===== src/rtl/playfield_rotator.sv =====
`timescale 1ns/1ps
// playfield_rotator: CORDIC cos/sin from a latched spin angle (coef_done ITER+2 after update); pixels rotated with fixed 3-cycle latency, no backpressure.
// Optional ROTATOR_SCALE_EN adds a Q1.7 scale input, applied to the coefficients in an extra commit cycle.
module playfield_rotator #(
  parameter int ITER = 12,
  parameter int CW   = 11
) (
  input  logic                 clk,
  input  logic                 reset,
  input  logic [9:0]           angle,
  input  logic                 update,
`ifdef ROTATOR_SCALE_EN
  input  logic [7:0]           scale,
`endif
  output logic                 busy,
  output logic                 coef_done,
  input  logic                 pix_valid,
  input  logic signed [CW-1:0] pix_x,
  input  logic signed [CW-1:0] pix_y,
  output logic                 out_valid,
  output logic signed [CW-1:0] rx,
  output logic signed [CW-1:0] ry
);
  localparam int CNTW = 4;
  localparam int PW   = CW + 16;
  localparam int SW   = CW + 17;

  typedef enum logic [1:0] {IDLE, RUN, COMMIT} state_t;

  state_t             state;
  logic [CNTW-1:0]    iter_cnt;
  logic [1:0]         quad;
  logic signed [17:0] cx, cy;
  logic signed [15:0] cz;
  logic signed [15:0] cos_c, sin_c;

  function automatic logic signed [15:0] atan_lut(input logic [CNTW-1:0] i);
    case (i)
      4'd0:    atan_lut = 16'sd8192;
      4'd1:    atan_lut = 16'sd4836;
      4'd2:    atan_lut = 16'sd2555;
      4'd3:    atan_lut = 16'sd1297;
      4'd4:    atan_lut = 16'sd651;
      4'd5:    atan_lut = 16'sd326;
      4'd6:    atan_lut = 16'sd163;
      4'd7:    atan_lut = 16'sd81;
      4'd8:    atan_lut = 16'sd41;
      4'd9:    atan_lut = 16'sd20;
      4'd10:   atan_lut = 16'sd10;
      4'd11:   atan_lut = 16'sd5;
      4'd12:   atan_lut = 16'sd3;
      4'd13:   atan_lut = 16'sd1;
      default: atan_lut = 16'sd0;
    endcase
  endfunction

  logic signed [17:0] x_sh, y_sh;
  logic signed [15:0] at;
  logic               dir;
  logic signed [15:0] uc, us;

  always_comb begin
    x_sh = cx >>> iter_cnt;
    y_sh = cy >>> iter_cnt;
    at   = atan_lut(iter_cnt);
    dir  = ~cz[15];
  end

  // CORDIC only covers the first quadrant; the folded-off quadrant is restored here.
  always_comb begin
    uc = cx[15:0];
    us = cy[15:0];
    case (quad)
      2'd1:    begin uc = -cy[15:0]; us =  cx[15:0]; end
      2'd2:    begin uc = -cx[15:0]; us = -cy[15:0]; end
      2'd3:    begin uc =  cy[15:0]; us = -cx[15:0]; end
      default: ;
    endcase
  end

`ifdef ROTATOR_SCALE_EN
  logic [7:0]         scale_q;
  logic               commit_ph;
  logic signed [15:0] sc_c, sc_s;
  logic signed [22:0] prod_c, prod_s;
  assign prod_c = 23'(uc) * 23'($signed({1'b0, scale_q}));
  assign prod_s = 23'(us) * 23'($signed({1'b0, scale_q}));
`endif

  always_ff @(posedge clk) begin
    if (reset) begin
      state     <= IDLE;
      iter_cnt  <= '0;
      quad      <= '0;
      cx        <= '0;
      cy        <= '0;
      cz        <= '0;
      busy      <= 1'b0;
      coef_done <= 1'b0;
      cos_c     <= 16'sd16384;
      sin_c     <= 16'sd0;
`ifdef ROTATOR_SCALE_EN
      scale_q   <= 8'd128;
      commit_ph <= 1'b0;
      sc_c      <= '0;
      sc_s      <= '0;
`endif
    end else begin
      coef_done <= 1'b0;
      // A new update always wins, abandoning any run in progress.
      if (update) begin
        quad     <= angle[9:8];
        cz       <= {2'b00, angle[7:0], 6'b0};
        cx       <= 18'sd9949;
        cy       <= '0;
        iter_cnt <= '0;
        state    <= RUN;
        busy     <= 1'b1;
`ifdef ROTATOR_SCALE_EN
        scale_q   <= scale;
        commit_ph <= 1'b0;
`endif
      end else begin
        case (state)
          RUN: begin
            cx <= dir ? cx - y_sh : cx + y_sh;
            cy <= dir ? cy + x_sh : cy - x_sh;
            cz <= dir ? cz - at : cz + at;
            if (iter_cnt == CNTW'(ITER - 1)) state <= COMMIT;
            else iter_cnt <= iter_cnt + 1'b1;
          end
          COMMIT: begin
`ifdef ROTATOR_SCALE_EN
            if (!commit_ph) begin
              sc_c      <= 16'(prod_c >>> 7);
              sc_s      <= 16'(prod_s >>> 7);
              commit_ph <= 1'b1;
            end else begin
              cos_c     <= sc_c;
              sin_c     <= sc_s;
              coef_done <= 1'b1;
              busy      <= 1'b0;
              commit_ph <= 1'b0;
              state     <= IDLE;
            end
`else
            cos_c     <= uc;
            sin_c     <= us;
            coef_done <= 1'b1;
            busy      <= 1'b0;
            state     <= IDLE;
`endif
          end
          IDLE:    ;
          default: state <= IDLE;
        endcase
      end
    end
  end

  logic                 v1, v2;
  logic signed [CW-1:0] x1, y1;
  logic signed [PW-1:0] pxc, pys, pxs, pyc;
  logic signed [SW-1:0] sum_x, sum_y;

  function automatic logic signed [CW-1:0] sat(input logic signed [SW-1:0] v);
    if (v[SW-1:CW-1] == '0 || v[SW-1:CW-1] == '1) sat = v[CW-1:0];
    else if (v[SW-1]) sat = {1'b1, {(CW-1){1'b0}}};
    else sat = {1'b0, {(CW-1){1'b1}}};
  endfunction

  always_comb begin
    sum_x = SW'(pxc) - SW'(pys);
    sum_y = SW'(pxs) + SW'(pyc);
  end

  always_ff @(posedge clk) begin
    if (reset) begin
      v1        <= 1'b0;
      v2        <= 1'b0;
      out_valid <= 1'b0;
      x1        <= '0;
      y1        <= '0;
      pxc       <= '0;
      pys       <= '0;
      pxs       <= '0;
      pyc       <= '0;
      rx        <= '0;
      ry        <= '0;
    end else begin
      v1        <= pix_valid;
      v2        <= v1;
      out_valid <= v2;
      if (pix_valid) begin
        x1 <= pix_x;
        y1 <= pix_y;
      end
      // Coefficients are sampled here, so a commit switches between whole pixels.
      if (v1) begin
        pxc <= PW'(x1) * PW'(cos_c);
        pys <= PW'(y1) * PW'(sin_c);
        pxs <= PW'(x1) * PW'(sin_c);
        pyc <= PW'(y1) * PW'(cos_c);
      end
      if (v2) begin
        rx <= sat(sum_x >>> 14);
        ry <= sat(sum_y >>> 14);
      end
    end
  end
endmodule


===== config.mk =====
export PLATFORM = sky130hd
export DESIGN_NAME = playfield_rotator
export DESIGN_NICKNAME = d
export VERILOG_FILES = /design/src/rtl/playfield_rotator.sv
export SDC_FILE = /design/constraint.sdc
export NUM_CORES = 2
export LEC_CHECK = 0
export CORE_ASPECT_RATIO = 0.5
export CORE_MARGIN = 2
export CORE_UTILIZATION = 50
export CTS_CLUSTER_SIZE = 40
export DETAILED_ROUTE_END_ITERATION = 6
export HOLD_SLACK_MARGIN = 0.1
export PLACE_DENSITY = 0.77
export SLEW_MARGIN = 10
export SYNTH_ARGS = -nofsm -noshare
export SYNTH_HDL_FRONTEND = slang
export SYNTH_SLANG_ARGS = --single-unit

===== constraint.sdc =====
create_clock -name clk -period 6.05 [get_ports clk]
set_input_delay 1.815 -clock clk [delete_from_list [all_inputs] [get_ports clk]]
set_output_delay 1.815 -clock clk [all_outputs]
set_load 0.01 [all_outputs]

* Word level (Yosys, flattened, before mapping)
Memories as Yosys holds them, arrays and structs flattened. A register that Yosys moved wholly into a read port is not among the register bits.
Index checks and enable logic that the tools add are counted.
Widths: inputs -> output; s select.
** Storage, ports and cells
- Flip-flop bits (word level) :: 249
- Bits in read-only memories :: 224
- Bits of input ports :: 36
- Output and inout bits :: 25
- Logic and storage cells :: 89
- Memories kept :: 1
** Memory list
- (name not given) :: words 16, width 14, rd ports 1, clocked after memory_dff 1, wr ports 0, line 38 : case (i)
** Operators by class
- Add/subtract/negate cells :: 11
- Multiply operators :: 4
- Equality and inequality tests :: 11
- Shifts and indexed selects :: 2
- Muxes and demuxes :: 21
- Bitwise logic cells :: 3
- Reduce and logical (&&, ||, !) cells :: 12
** Operators with widths (count)
- $mul 11x16->27 :: 4
- $pmux 16 s3 :: 2
- $mux 14 :: 4
- $mux 11 :: 4
- $add 18x18->18 :: 2
- $eq 18x18->1 const B :: 2
- $logic_not 18->1 :: 2
- $mux 18 :: 2
- $sshr 18x4->18 :: 2
- $sub 18x18->18 :: 2
- $neg 16->16 :: 2
- $add 27x27->28 :: 1
- $sub 27x27->28 :: 1
- $add 16x16->16 :: 1
- $mux 16 :: 1
- $sub 16x16->16 :: 1
- $mux 4 :: 2
- $reduce_and 2->1 :: 4
- $eq 2x2->1 const B :: 3
- $add 4x1->4 const B :: 1
- $eq 2x1->1 const B :: 2
- $eq 4x4->1 const B :: 1
- $mux 1 :: 4
- $ne 2x2->1 const B :: 2
- 8 further kinds :: 12

* Longest topological paths before layout
- Depth after elaboration :: 5
- Depth in mapped cells :: 24
- Mapped depth without buffers :: 23

* Worst setup path before layout
No wires, ideal clock.
- Kind :: flip-flop to flip-flop
- From :: reg x1[2]
- To :: reg pxc[25]
- Library setup time :: 0.131 ns
- Arrival time :: 5.625 ns
- Data required time :: 5.919 ns
- Path slack :: 0.295 ns
- Cell stages (with the launch flop) :: 22
- Buffers on the path :: 1
- Clock period less this slack :: 5.755 ns
- Cells stage by stage :: dfxtp_1 -> clkbuf_1 -> nand2_1 -> fa_1 -> fa_1 -> fa_1 -> inv_1 -> fa_1 -> inv_1 -> fa_1 -> inv_1 -> ha_1 -> or3_1 -> o211ai_1 -> a21boi_0 -> o31ai_1 -> a21oi_1 -> a41o_1 -> o41a_1 -> a21oi_1 -> xor2_1 -> o21ai_0
** Between the ends
- Cells in the longest elaborated chain, start to end :: 1
** Ends and longest elaborated chain
- from (decl) :: line 162 : logic signed [CW-1:0] x1, y1;
- from (signal assigned) :: line 195 : x1 <= pix_x;
- $mul 11x16->27 :: line 200 : pxc <= PW'(x1) * PW'(cos_c);
- to (signal assigned) :: line 200
- to (decl) :: line 163 : logic signed [PW-1:0] pxc, pys, pxs, pyc;
Every way passes these cells.
A chain may end at the register's enable or synchronous reset.

* Worst setup path after layout
- From :: reg y1[2]
- To :: reg pys[26]
** Between the ends
- Cells in the longest elaborated chain, start to end :: 1
** Ends and longest elaborated chain
- from (decl) :: line 162
- from (signal assigned) :: line 196 : y1 <= pix_y;
- $mul 11x16->27 :: line 201 : pys <= PW'(y1) * PW'(sin_c);
- to (signal assigned) :: line 201
- to (decl) :: line 163
Every way passes these cells.

==> flow_metrics.tcl <==
set metrics [dict create \
    run_status "finished clean" \
    synth_top_area_cell "fa_1" \
    cts_max_level 1 \
    cp_cell_sequence "buf_12, nand2_1, fa_1, fa_1, fa_1, inv_1, fa_1, inv_1, fa_1, inv_1, ha_1, o21a_1, nor2_4, a211o_1, and3_1, o31ai_2, o41a_1, a21o_1, a21oi_1, xnor2_1, buf_4, a211oi_1" \
    power_frac_clock_pct 34.6 \
    drt_first_pass_iters 5 \
    placed_cells_incl_taps 6002 \
    hold_start "cz[4]$_SDFFE_PP0P_" \
    worstMarginPinSlew_ps 1144 \
    crit_top_cell "fa_1" \
    die_width_um 416.7 \
    synth_async_sr_flop_share_pct 0 \
    grt_setup_unrepaired "false" \
    post_synthesis_sequential_area_ratio_pct 12.37 \
    synthFlopType "dfxtp_1" \
    grt_util_all_layers_pct 27.65 \
    yosysTopAreaCellShare_pct 30.61 \
    pin_count 61 \
    postCtsSetupBuffers 0 \
    syn_area_sq_mm 0.04257 \
    timing.critical_path.arrival_ps 6380 \
    max_slew_margin_pct 23.46 \
    wire_length_of_the_first_global_routing_pass_um 191500 \
    report.final.hold_viol_count 0 \
    detailed_place_hpwl_um 94690 \
    reg2reg_from "y1[2]$_SDFFE_PP0P_" \
    timing.hold.worst_path_depth 2 \
    crit_required_ps 6570 \
    static-leakage-power_nw 22.28 \
    areaGrowthSynthToFinish_pct 8.670 \
    p_seq_share_pct 31.9 \
    power.combinational.fraction_pct 33.5 \
    number_of_antenna_violations_at_the_first_check_in_global_routing 8 \
    count_of_flip_flops_with_a_built_in_enable_after_synthesis 0 \
    synth_seq_cells 263 \
    synthesis.instances 4918 \
    layout_skew_ps 47.11 \
    final-setup-viol-count 0 \
    drc_errors 0 \
    port-buffer-count 60 \
    timing_max_transition_violations_final 0 \
    fillCellCount 7366 \
    min_period_over_period_pct 96.90 \
    timing_worst_setup_path_type "reg2reg" \
    timing.final.crit_period_ps 5862 \
    power-per-cell-area_mw_per_mm2 131.7 \
    final_antenna_net_count 0 \
    r2r.worst_path.cells 22 \
    final_layout_size_suffix_gt1_share_pct 7.263 \
    die_h_um 210.3 \
    placementRows 75 \
    yosys_warnings 0 \
    clk_transition_reported_paths_ps 70 \
    drv_cap 0 \
    critical-path-slowest-cell "fa_1" \
    cts_inserted_buffers 31 \
    clk_root_buffer_cell "clkbuf_16" \
    fin_cells 6060 \
    pin_count_of_the_biggest_net_entering_global_routing 64 \
    power_switching_w 0.002239 \
    dieArea_sq_mm 0.08764 \
    dr_total_vias 34380 \
    syn-mean-instance-area_sq_um 8.657 \
    cts_tree "yes" \
    reg2reg_setup_slack_ps 190 \
    vdd.ir_drop.worst_v 0.0002233 \
    clockBufferDepth 3 \
    maxClockFrequency_mhz 170.6 \
    worst_setup_sp_type "flop" \
    path_max_fanout 13 \
    fin_worst_hold_slack_ps 459.4 \
    cts.sinks 263 \
    detail_route.iter0.violations 3418 \
    p_total_w 0.006092 \
    holdPathEnd "cz[4]$_SDFFE_PP0P_" \
    p_int_w 0.003852 \
    synth_cell_type_count 90 \
    routed_wl_um 119900 \
    critPathMaxStageDelay_ps 600 \
    worst_setup_path_end_kind "flop" \
    totalNegativeSetupSlack_ps 0 \
    clock_insertion_delay_worst_skew_ps 650 \
    initial_utilization_pct 50.64 \
    timing.hold.worst.class "reg2reg" \
    finish.net_count 5947 \
    cts-hold-fix-buffers 0 \
    core_area_sq_mm 0.08408 \
    routed_wire_length_per_instance_um 19.79 \
    rr_endpoint "pys[26]$_SDFFE_PP0P_" \
    grt_remaining_overflow 0 \
    power.switching_fraction_pct 36.76 \
    vias_per_cell 5.673 \
    mappedNetlistNets 5945 \
    synth_area_leaders "fa_1 31%, dfxtp_1 12%, ha_1 10%" \
    gp_congestion 0.9749 \
    vias_in_the_first_global_route 34870 \
]
-- cell type report --
| type | count | area [sq um] | share of cell area, % |
|---|---|---|---|
| Clock buffer | 37 | 818.3 | 1.769 |
| Tap cell | 1116 | 1396 | 3.018 |
| Sequential cell | 263 | 5305 | 11.47 |
| Inverter | 836 | 3138 | 6.783 |
| Timing Repair Buffer | 234 | 2167 | 4.684 |
| Clock inverter | 19 | 254.0 | 0.5490 |
| Multi-Input combinational cell | 3554 | 33180 | 71.73 |
| Antenna cell | 1 | 2.502 | 0.005409 |
-- timing repair --
| item | 4_1_cts | 5_1_grt |
|---|---|---|
| gates resized for setup | 0 | 56 |
| endpoints found under the hold margin | 0 | 0 |
| endpoints found under the setup margin | 0 | 24 |
-- worst max path at each step --
stage | startpoint | to | slack (ps) | cells after the start
floorplan | x1[2]$_SDFFE_PP0P_ | pxc[25]$_SDFFE_PP0P_ | 290 | 21
finish | y1[2]$_SDFFE_PP0P_ | pys[26]$_SDFFE_PP0P_ | 190 | 22
global route | cos_c[2]$_SDFFE_PP0P_ | pxc[25]$_SDFFE_PP0P_ | 3 | 20
global placement | cos_c[5]$_SDFFE_PP0P_ | pyc[25]$_SDFFE_PP0P_ | 140 | 21
CTS | cos_c[5]$_SDFFE_PP0P_ | pyc[25]$_SDFFE_PP0P_ | 50 | 21
detailed placement | cos_c[5]$_SDFFE_PP0P_ | pyc[25]$_SDFFE_PP0P_ | 70 | 21
-- synthesized netlist by cell type, drive strengths merged (28+ instances only) --
master    n
ha      340
a21o     40
inv     832
o21ai   105
xnor2   173
fa      651
buf      44
mux4     44
nand3    50
mux2i   127
nand2   576
clkbuf  221
a31oi    28
nand2b   42
and2    302
a21oi   229
nor2b    28
nor2    331
xor2     74
dfxtp   263
nor3     57
-- through the flow --
step           area (sq um)  worst slack (ps)  util, %
6_report              46270             187.9    55.03
5_1_grt               46270             3.314    55.03
4_1_cts               46080             50.61    54.81
3_5_place_dp          45010             73.08    53.53
3_3_place_gp          45010             137.3    53.53
2_1_floorplan         42570             294.8        -
-- sequential cells by signal, summed over array words and instances, names as in the netlist, 4 cells and up --
signal	count
rx	11
pys	27
x1	11
iter_cnt	4
ry	11
cos_c	16
cy	18
sin_c	16
at	14
cz	16
pyc	27
pxs	27
cx	18
y1	11
pxc	27
-- power groups by stage --
stage	clock, W	sequential, W	combinational, W
after floorplan	0	0.00188	0.00153
after global placement	0	0.00197	0.00193
after detailed placement	0	0.00197	0.00199
after CTS	0.00213	0.00194	0.00201
after global routing	0.00220	0.00195	0.00225
final	0.00211	0.00194	0.00204
-- placed cells by master, fill, tap and decap left out, drive strengths merged, types with 12 or more instances in the layout --
cell           instances
inv                  835
fa                   651
nand2                576
ha                   340
nor2                 331
and2                 302
dfxtp                263
a21oi                229
buf                  174
xnor2                173
mux2i                127
o21ai                105
xor2                  74
clkdlybuf4s50         59
nor3                  57
nand3                 50
mux4                  44
nand2b                42
a21o                  40
clkbuf                38
a31oi                 28
nor2b                 28
or3                   27
o21a                  26
a211oi                25
a22o                  21
o21bai                18
o31ai                 17
and3                  14
o211ai                14
mux2                  14
nand4                 13
nor4                  12
-- per-layer routing --
| metal | track usage (%) | up-vias | part of all wire, % | wire length [um] |
|---|---|---|---|---|
| met5 | 0 | - | 0.023 | 27 |
| met4 | 8.146 | 4 | 3.1 | 3736 |
| met3 | 6.260 | 230 | 11 | 12760 |
| met2 | 43.43 | 1535 | 44 | 53320 |
| met1 | 38.31 | 16990 | 42 | 50070 |
| li1 | - | 15620 | - | - |
-- logic make-up after synthesis --
logic type | share of synthesized area [%]
mux | 5.772
fa+ha+maj | 40.60
compound gates | 9.645
buf+inv | 9.907
flops | 12.37
simple gates | 16.63
xor+xnor | 5.081
-- critical path: cells and delay by family (launching register included) --
kind / cells / cell delay (ps)
AO/OA/AOI/OAI: 7 / 1450
XOR/XNOR: 1 / 90
adder cells (fa/ha/maj): 6 / 2870
buffers and inverters: 5 / 460
flip-flops: 1 / 410
AND/OR/NAND/NOR: 3 / 450
(Power assumes the default switching activity.)
